File: src/rtl/rx_fifo_ctrl.sv
// Receive FIFO sequencer for one DUART channel.
// Arbitrates rx writes vs CPU reads, flushes, tracks error status.
module rx_fifo_ctrl #(
    parameter int PTR_W  = 2,
    parameter int STAT_W = 3
) (
    input  logic              clk,
    input  logic              rst,
    input  logic              rx_char_valid,
    input  logic [7:0]        rx_char,
    input  logic [STAT_W-1:0] rx_stat,
    input  logic              cpu_rhr_rd,
    input  logic              cmd_rx_en,
    input  logic              cmd_rx_dis,
    input  logic              cmd_rx_reset,
    input  logic              cmd_err_reset,
    input  logic              mr1_rxint_sel,
    input  logic              mr1_err_mode,
    input  logic              fifo_rxrdy,
    input  logic              fifo_ffull,
    output logic              fifo_rd,
    output logic              fifo_wr,
    output logic [7:0]        fifo_din,
    output logic              sr_rxrdy,
    output logic              sr_ffull,
    output logic              sr_overrun,
    output logic [STAT_W-1:0] sr_err,
    output logic              rx_irq,
    output logic              rx_enabled
);

    localparam int DEPTH = 2**PTR_W;

    typedef enum logic [1:0] {
        DISABLED,
        ENABLED,
        FLUSH_RD,
        FLUSH_GAP
    } state_t;

    state_t            state;
    logic              rd_prev;
    logic              pend_valid;
    logic [7:0]        pend_char;
    logic [STAT_W-1:0] pend_stat;
    logic [PTR_W-1:0]  wptr;
    logic [PTR_W-1:0]  rptr;
    logic [STAT_W-1:0] mirror [DEPTH];
    logic [STAT_W-1:0] blk_err;

    logic              flushing;
    logic              cpu_rd;
    logic              flush_rd;
    logic              accept;
    logic              want_wr;
    logic              ovr_set;
    logic              err_clr;
    logic [STAT_W-1:0] wr_stat;

    assign flushing = (state == FLUSH_RD) || (state == FLUSH_GAP);

    // A level CPU read becomes one pulse on its rising edge
    assign cpu_rd   = cpu_rhr_rd && !rd_prev && fifo_rxrdy && !flushing;
    assign flush_rd = (state == FLUSH_RD) && fifo_rxrdy;
    assign fifo_rd  = cpu_rd || flush_rd;

    // New chars only enter in ENABLED and never on the reset command
    assign accept  = rx_char_valid && (state == ENABLED) && !cmd_rx_reset;

    // Pending goes first; a fresh char writes through if pending is free
    assign want_wr  = (pend_valid || accept) && !fifo_rd;
    assign fifo_wr  = want_wr && !fifo_ffull;
    assign fifo_din = pend_valid ? pend_char : rx_char;
    assign wr_stat  = pend_valid ? pend_stat : rx_stat;

    // Full FIFO at write time, or a char arriving on a busy pending slot
    assign ovr_set = (want_wr && fifo_ffull) || (accept && pend_valid);
    assign err_clr = cmd_err_reset || cmd_rx_reset;

    assign sr_rxrdy   = fifo_rxrdy && !flushing;
    assign sr_ffull   = fifo_ffull && !flushing;
    assign rx_enabled = (state == ENABLED);

    // Error field: head-of-FIFO status or accumulated block status
    always_comb begin
        sr_err = '0;
        if (mr1_err_mode) begin
            sr_err = blk_err;
        end else if (fifo_rxrdy && !flushing) begin
            sr_err = mirror[rptr];
        end
    end

    // Receiver state machine and read-pointer realignment after flush
    always_ff @(posedge clk) begin
        if (rst) begin
            state <= FLUSH_RD;
            rptr  <= '0;
        end else begin
            if (fifo_rd) begin
                rptr <= rptr + PTR_W'(1);
            end
            unique case (state)
                DISABLED: begin
                    if (cmd_rx_reset) begin
                        state <= FLUSH_RD;
                    end else if (cmd_rx_en) begin
                        state <= ENABLED;
                    end
                end
                ENABLED: begin
                    if (cmd_rx_reset) begin
                        state <= FLUSH_RD;
                    end else if (cmd_rx_dis) begin
                        state <= DISABLED;
                    end
                end
                FLUSH_RD: begin
                    if (fifo_rxrdy) begin
                        state <= FLUSH_GAP;
                    end else begin
                        state <= DISABLED;
                        rptr  <= wptr;
                    end
                end
                FLUSH_GAP: begin
                    state <= FLUSH_RD;
                end
                default: state <= FLUSH_RD;
            endcase
        end
    end

    // Pending slot holds a char that slipped behind a FIFO read
    always_ff @(posedge clk) begin
        if (rst) begin
            pend_valid <= 1'b0;
            pend_char  <= '0;
            pend_stat  <= '0;
            rd_prev    <= 1'b0;
        end else begin
            rd_prev <= cpu_rhr_rd;
            if (cmd_rx_reset) begin
                pend_valid <= 1'b0;
            end else if (pend_valid) begin
                if (!fifo_rd) begin
                    pend_valid <= 1'b0;
                end
            end else if (accept && fifo_rd) begin
                pend_valid <= 1'b1;
                pend_char  <= rx_char;
                pend_stat  <= rx_stat;
            end
        end
    end

    // Status mirror written in lockstep with the FIFO
    always_ff @(posedge clk) begin
        if (rst) begin
            wptr <= '0;
        end else if (fifo_wr) begin
            mirror[wptr] <= wr_stat;
            wptr         <= wptr + PTR_W'(1);
        end
    end

    // Sticky overrun and block-mode error accumulation; set beats clear
    always_ff @(posedge clk) begin
        if (rst) begin
            sr_overrun <= 1'b0;
            blk_err    <= '0;
        end else begin
            if (ovr_set) begin
                sr_overrun <= 1'b1;
            end else if (err_clr) begin
                sr_overrun <= 1'b0;
            end
            if (fifo_wr) begin
                blk_err <= (err_clr ? '0 : blk_err) | wr_stat;
            end else if (err_clr) begin
                blk_err <= '0;
            end
        end
    end

    // Registered interrupt, masked while flushing
    always_ff @(posedge clk) begin
        if (rst) begin
            rx_irq <= 1'b0;
        end else begin
            rx_irq <= !flushing &&
                      (mr1_rxint_sel ? fifo_ffull : fifo_rxrdy);
        end
    end

endmodule

File: config.mk
export PLATFORM = sky130hd
export DESIGN_NAME = rx_fifo_ctrl
export DESIGN_NICKNAME = d
export VERILOG_FILES = /design/src/rtl/rx_fifo_ctrl.sv
export SDC_FILE = /design/constraint.sdc
export NUM_CORES = 1
export LEC_CHECK = 0
export CORE_UTILIZATION = 49
export DETAILED_ROUTE_END_ITERATION = 10
export PLACE_DENSITY = 0.79
export SLEW_MARGIN = 10
export SYNTH_ARGS = -nofsm -noshare
export SYNTH_HDL_FRONTEND = slang
export SYNTH_SLANG_ARGS = --single-unit
File: constraint.sdc
create_clock -name clk -period 2.5 [get_ports clk]
set_clock_uncertainty 0.15 [all_clocks]
set_input_delay 0.625 -clock clk [delete_from_list [all_inputs] [get_ports clk]]
set_output_delay 0.625 -clock clk [all_outputs]
set_load 0.02 [all_outputs]
# Word-level counts from Yosys, hierarchy flattened
# Memory sizes are Yosys's and may differ from the RTL's. A register that Yosys moved wholly into a read port is not among the register bits.
# Index checks and enable logic that the tools add are counted.
# word_totals
ff_bits,24
mem_bits_rw,12
out_inout_bits,18
elab_cells,75
mem_count,1
# op_classes
add_sub_neg,2
n_eq_ne,5
muxes,25
n_bitwise,3
n_reduce_logical,29
# mem_list
name,depth,width,rd,rd_clocked_by_memory_dff,wr,line_no,text
mirror,4,3,1,1,1,48,logic [STAT_W-1:0] mirror [DEPTH];
# ops
cell,n
2-bit 2-to-1 mux,9
3-bit 2-to-1 mux,5
1-bit logical AND,14
1-bit 2-to-1 mux,9
8-bit 2-to-1 mux,1
2-bit case mux with 4 select lines,1
"3-bit inequality test, second input constant",2
1-bit zero test,5
1-bit logical OR,5
"2-bit by 1-bit adder with 2-bit output, second input constant",2
"2-bit == test, second input constant",2
3-bit OR,1
3-bit AND reduction,1
"2-bit by 1-bit == test with 1-bit output, second input constant",1
2-bit zero test,1
1-bit NOT,2
2-bit AND reduction,1
2-bit nonzero test,1
2-bit OR reduction,1

# Logic depth before layout (Yosys ltp)
# depth
ltp_word,11
depth_mapped,6
mapped_depth_nobuf,4

# Least setup slack after synthesis
# OpenSTA, ideal clock, no wires.
# synth_path
kind,input port to output port
from,input port cmd_rx_reset
to,output port fifo_wr
t_arrival_ns,1.383
required_ns,1.725
slack_ns,0.342
stages,3
n_path_buf,0
cell_sequence,nand4bb_2 > and2_4 > nor3_4
# synth_via
elab_chain_cells,5
# synth_rtl
element,line_no,text
"start, declared",15,"input logic cmd_rx_reset,"
1-bit zero test,68,assign accept = rx_char_valid && (state == ENABLED) && !cmd_rx_reset;
1-bit logical AND,68,
1-bit logical OR,71,assign want_wr = (pend_valid || accept) && !fifo_rd;
1-bit logical AND,71,
1-bit logical AND,72,assign fifo_wr = want_wr && !fifo_ffull;
"end, declared",22,"output logic fifo_wr,"
# Every way passes these cells.

# Worst setup path after layout
# layout_path
from,input port rx_char[3]
to,output port fifo_din[3]
# layout_via
elab_chain_cells,1
# layout_rtl
element,line_no,text
"start, declared",10,"input logic [7:0] rx_char,"
8-bit 2-to-1 mux,73,assign fifo_din = pend_valid ? pend_char : rx_char;
"end, declared",23,"output logic [7:0] fifo_din,"
# Every way passes these cells.

==> results.md <==
Clocking:
- The clock latency on the worst-skew pair is about 0.33 ns.
- The number of buffers inserted for hold repair after clock tree synthesis is 0.
- The number of buffers on the longest clock path is 2.
- The total clock sinks is 36.
- TritonCTS built the clock tree.
- The clock transition time at the flip-flop clock pins of the worst setup and hold paths is 0.10 ns.
- CTS built an H-tree with a depth of 2.
- The tree is rooted in a sky130_fd_sc_hd__clkbuf_4.
- The CTS buffer count is 5.

Drt:
- The count of antenna-violating nets left after detailed routing is 0.
- The count of routing violations after the opening detailed-route iteration is 37.
- The final layout contains routed wiring with a total length of 3450 um.
- The detailed router placed roughly 1200 vias in this run.
- The iteration count of the initial detailed-routing pass is 4.
- The DRC violations left is 0.
- The average vias per placed instance is 5.11.
- The average wire per standard cell is 14.2 um.

Final layout:
- For this run, the post-layout net count is 223.
- 0 antenna diodes ended up in the layout.
- The number of fill cells in the layout is 253.
- The area growth from synthesis to final layout is 37.6%.
- Measured on the finished design, the core utilization comes to 70.8%.
- In the final layout, the share of cells above drive strength 1 is about 30%.
- The post-layout instance area is approximately 2400 um^2.

Pwr:
- The peak ir drop on the vdd network is 0.304 mV.
- The reported net switching power is 269 uW.
- In this run, the combinational gates consume roughly 16% of the power.
- Dividing total power by cell area gives a power density of approximately 460 nW/um^2.
- The internal power consumption is about 820 uW.
- Net switching is 24.7% of the power.
- Summed over all cells, the static leakage comes to 0.924 nW.
- The clock network burns 26.6% of the power.
- Overall power consumption after layout is estimated at 1.09 mW.
- Registers are responsible for 57.6% of the overall power.

Yosys:
- The area share of the leading cell type in the synthesized netlist is 28.0%.
- Of all flip-flops after synthesis, the portion carrying an async set or reset was 0%.
- In the synthesized netlist, the cells that appear most often are sky130_fd_sc_hd__dfxtp_1, sky130_fd_sc_hd__nor2_1, sky130_fd_sc_hd__mux2i_1.
- The library cell with the highest instance count after synthesis is sky130_fd_sc_hd__dfxtp_1.
- Summing every instance area after synthesis gives 1720 um^2.
- The cell accounting for the most synthesized area is sky130_fd_sc_hd__dfxtp_1.
- The Yosys step of the flow raised 0 warnings.
- Ranked by total cell area, the synthesized netlist is headed by sky130_fd_sc_hd__dfxtp_1, sky130_fd_sc_hd__edfxtp_1, sky130_fd_sc_hd__mux2i_1, sky130_fd_sc_hd__mux2_2, sky130_fd_sc_hd__mux4_2.
- The total of flip-flops plus latches after synthesis is 36.
- In this run the mean area of a mapped cell was 12.5 um^2.
- The share of the Yosys chip area taken by registers is 49.0%.
- The count of distinct cell types in the synthesized netlist is 36.
- The prevailing post-synth register cell is sky130_fd_sc_hd__dfxtp_1.
- The net count after synthesis is approximately 160.
- The cell count after synthesis is 137.
- Counting flops with a built-in enable in the synthesized netlist gives 12.

Worst setup path:
- The worst setup path is captured at an output port.
- On the critical path the largest part of the delay comes from buffers and inverters.
- Data on the critical path is required at its endpoint by around 1.7 ns.
- For the worst setup path, the data arrival time is about 1.6 ns.
- The setup check on the worst reg-to-reg path leaves a slack of 0.59 ns.
- The largest fanout on the critical path is 2.
- STA classifies the critical path startpoint as a primary input.
- The signal on the critical path passes through clkdlybuf4s50_1 -> mux2_2 -> dlygate4sd2_1.
- The kind of critical path is in2out.
- The stage delay of the slowest cell on the critical path is 0.43 ns.
- Among all stages on the critical path, the largest delay is contributed by sky130_fd_sc_hd__clkdlybuf4s50_1.
- Counting both buffers and inverters, the worst setup path holds a total of 2.

Floorplan:
- The starting density of the core is 51.4%.
- Pin placement for this block handled 41 I/O pins.
- The standard-cell row count is 21.
- The width of the chip is between 60 and 70 um.
- The overall die area is 3740 um^2.
- In this run the vertical extent of the chip is 61.2 um.
- The core region is around 3300 um^2.

Placement:
- The number of buffer cells added on primary ports is 40.
- After detailed placement, the total cell area comes to 2290 um^2.
- The final weighted congestion of routability-driven global placement is just over 0.9.
- The HPWL after detailed placement is 2620 um.

GRT:
- The initial antenna violation count is 0.
- The first global-routing pass estimated between 5000 and 6000 um of wire.
- Entering global routing, the biggest net connects 25 pins.
- Summed over all layers, the global routing overflow is 0.
- Across every metal layer, demand over resource in global routing totals 21.0%.
- The via count of the first global-routing pass is approximately 1300.

STA:
- The setup-violating endpoint count in the final report is 0.
- The remaining max-slew budget at the tightest pin is between 60% and 70%.
- The number of slew-limit violations in the final report is 0.
- Setup repair after global routing left no endpoint under its margin.
- The total count of hold-check failures in the final report is 0.
- The actual transition at the worst max-transition pin is 0.466 ns.
- The highest achievable clock rate is 415 MHz.
- Counting I/O delays and the setup requirement, the final critical path takes around 2.4 ns.
- Dividing the final minimum period by the clock period gives 96.4%.

Job:
- Max-cap violations in this run came to 0.

Hold path:
- In this run the worst hold path is classified as reg2reg.

Status:
- The run finished with clean final reports.
## sequential cells by signal (all words and copies together), names as in the netlist
register / flops
wptr: 2
pend_valid: 1
rx_irq: 1
pend_char: 8
pend_stat: 3
rd_prev: 1
mirror: 12
rptr: 2
state: 2
sr_overrun: 1
blk_err: 3
## cell usage in the layout (no fill, tap or decap), types with 2 or more instances in the layout
master / instances
sky130_fd_sc_hd__nand4bb_4: 2
sky130_fd_sc_hd__nor3_1: 2
sky130_fd_sc_hd__xnor2_1: 2
sky130_fd_sc_hd__dlygate4sd2_1: 10
sky130_fd_sc_hd__buf_4: 16
sky130_fd_sc_hd__nand2_1: 2
sky130_fd_sc_hd__edfxtp_1: 12
sky130_fd_sc_hd__buf_12: 2
sky130_fd_sc_hd__and2_1: 4
sky130_fd_sc_hd__dfxtp_2: 2
sky130_fd_sc_hd__dlymetal6s2s_1: 5
sky130_fd_sc_hd__ha_1: 4
sky130_fd_sc_hd__buf_6: 2
sky130_fd_sc_hd__mux2i_1: 14
sky130_fd_sc_hd__a211oi_1: 2
sky130_fd_sc_hd__o21ai_0: 2
sky130_fd_sc_hd__clkdlybuf4s50_1: 20
sky130_fd_sc_hd__a22o_1: 6
sky130_fd_sc_hd__inv_1: 4
sky130_fd_sc_hd__nand2b_1: 3
sky130_fd_sc_hd__nor2_1: 16
sky130_fd_sc_hd__mux2_2: 11
sky130_fd_sc_hd__and2b_2: 3
sky130_fd_sc_hd__clkbuf_2: 2
sky130_fd_sc_hd__mux4_2: 3
sky130_fd_sc_hd__dfxtp_1: 21
sky130_fd_sc_hd__clkbuf_4: 5
## area by class of cell
type                    instances  area, um^2  area share [%]
repair buffers                 58         554            23.5
multi-input cells              91         835            35.3
flip-flops and latches         36         847            35.9
clock buffers                   6        41.3            1.75
inverters                       4        15.0           0.636
clock inverters                 2        11.3           0.477
well taps                      46        57.6            2.44
## logic make-up (layout without fill, tap and decap cells)
| kind of cell | count (synthesis) | count (layout) | synth area share [%] |
|---|---|---|---|
| and+or+nand+nor | 42 | 42 | 16.9 |
| DFF | 36 | 36 | 49.0 |
| muxes | 29 | 29 | 20.0 |
| AOI/OAI and AO/OA | 13 | 13 | 6.42 |
| buffers and inverters | 10 | 70 | 3.14 |
| adders and majority gates | 5 | 5 | 3.50 |
| xor gates and xnor gates | 2 | 2 | 1.02 |
## final timing paths
path / startpoint / to / depth (start not counted)
worst max-delay path: rx_char[3] / fifo_din[3] / 3
worst min-delay path: sr_overrun / sr_overrun / 2
worst max register to register: state[0] / mirror[1][1] / 5
worst min register to register: sr_overrun / sr_overrun / 2
## power by group through the flow
stage / registers, mW / logic (mW) / clock network [mW]
global placement: 0.637 / 0.175 / 0
CTS: 0.626 / 0.174 / 0.300
floorplan: 0.631 / 0.0912 / 0
finish: 0.626 / 0.172 / 0.289
detailed placement: 0.638 / 0.178 / 0
global route: 0.628 / 0.184 / 0.322
## timing repair
action                                  4_1_cts  5_1_grt
endpoints found under the setup margin       15        6
pin swaps                                     1        1
setup buffers                                 0        1
resized for setup                            35        7
## per-layer routing
metal / vias up / track usage, % / wire length (um)
li1: 608 / - / -
met1: 599 / 24.4 / 1520
met2: 33 / 38.0 / 1790
met3: 2 / 4.62 / 130
met4: 0 / 6.82 / 12
met5: - / 0 / 0
## per-stage QoR
stage	cells	setup WS [ns]	setup TNS [ns]	hold WS (ns)
finish	243	0.0900	0	0.336
global route	243	0.0525	0	0.370
CTS	242	-0.0428	-0.0428	0.343
detailed placement	234	-0.530	-5.06	0.319
global placement	234	-0.485	-4.08	0.286
floorplan	137	0.342	0	0.293
## worst reg2reg max path: stages (launching register included)
cell and delay [ns]:
sky130_fd_sc_hd__dfxtp_1 0.48, sky130_fd_sc_hd__nand3b_2 0.20, sky130_fd_sc_hd__nand2_2 0.09, sky130_fd_sc_hd__buf_4 0.16
sky130_fd_sc_hd__nor4_4 0.30, sky130_fd_sc_hd__and2_1 0.26
Power figures use the tool's default switching activity.
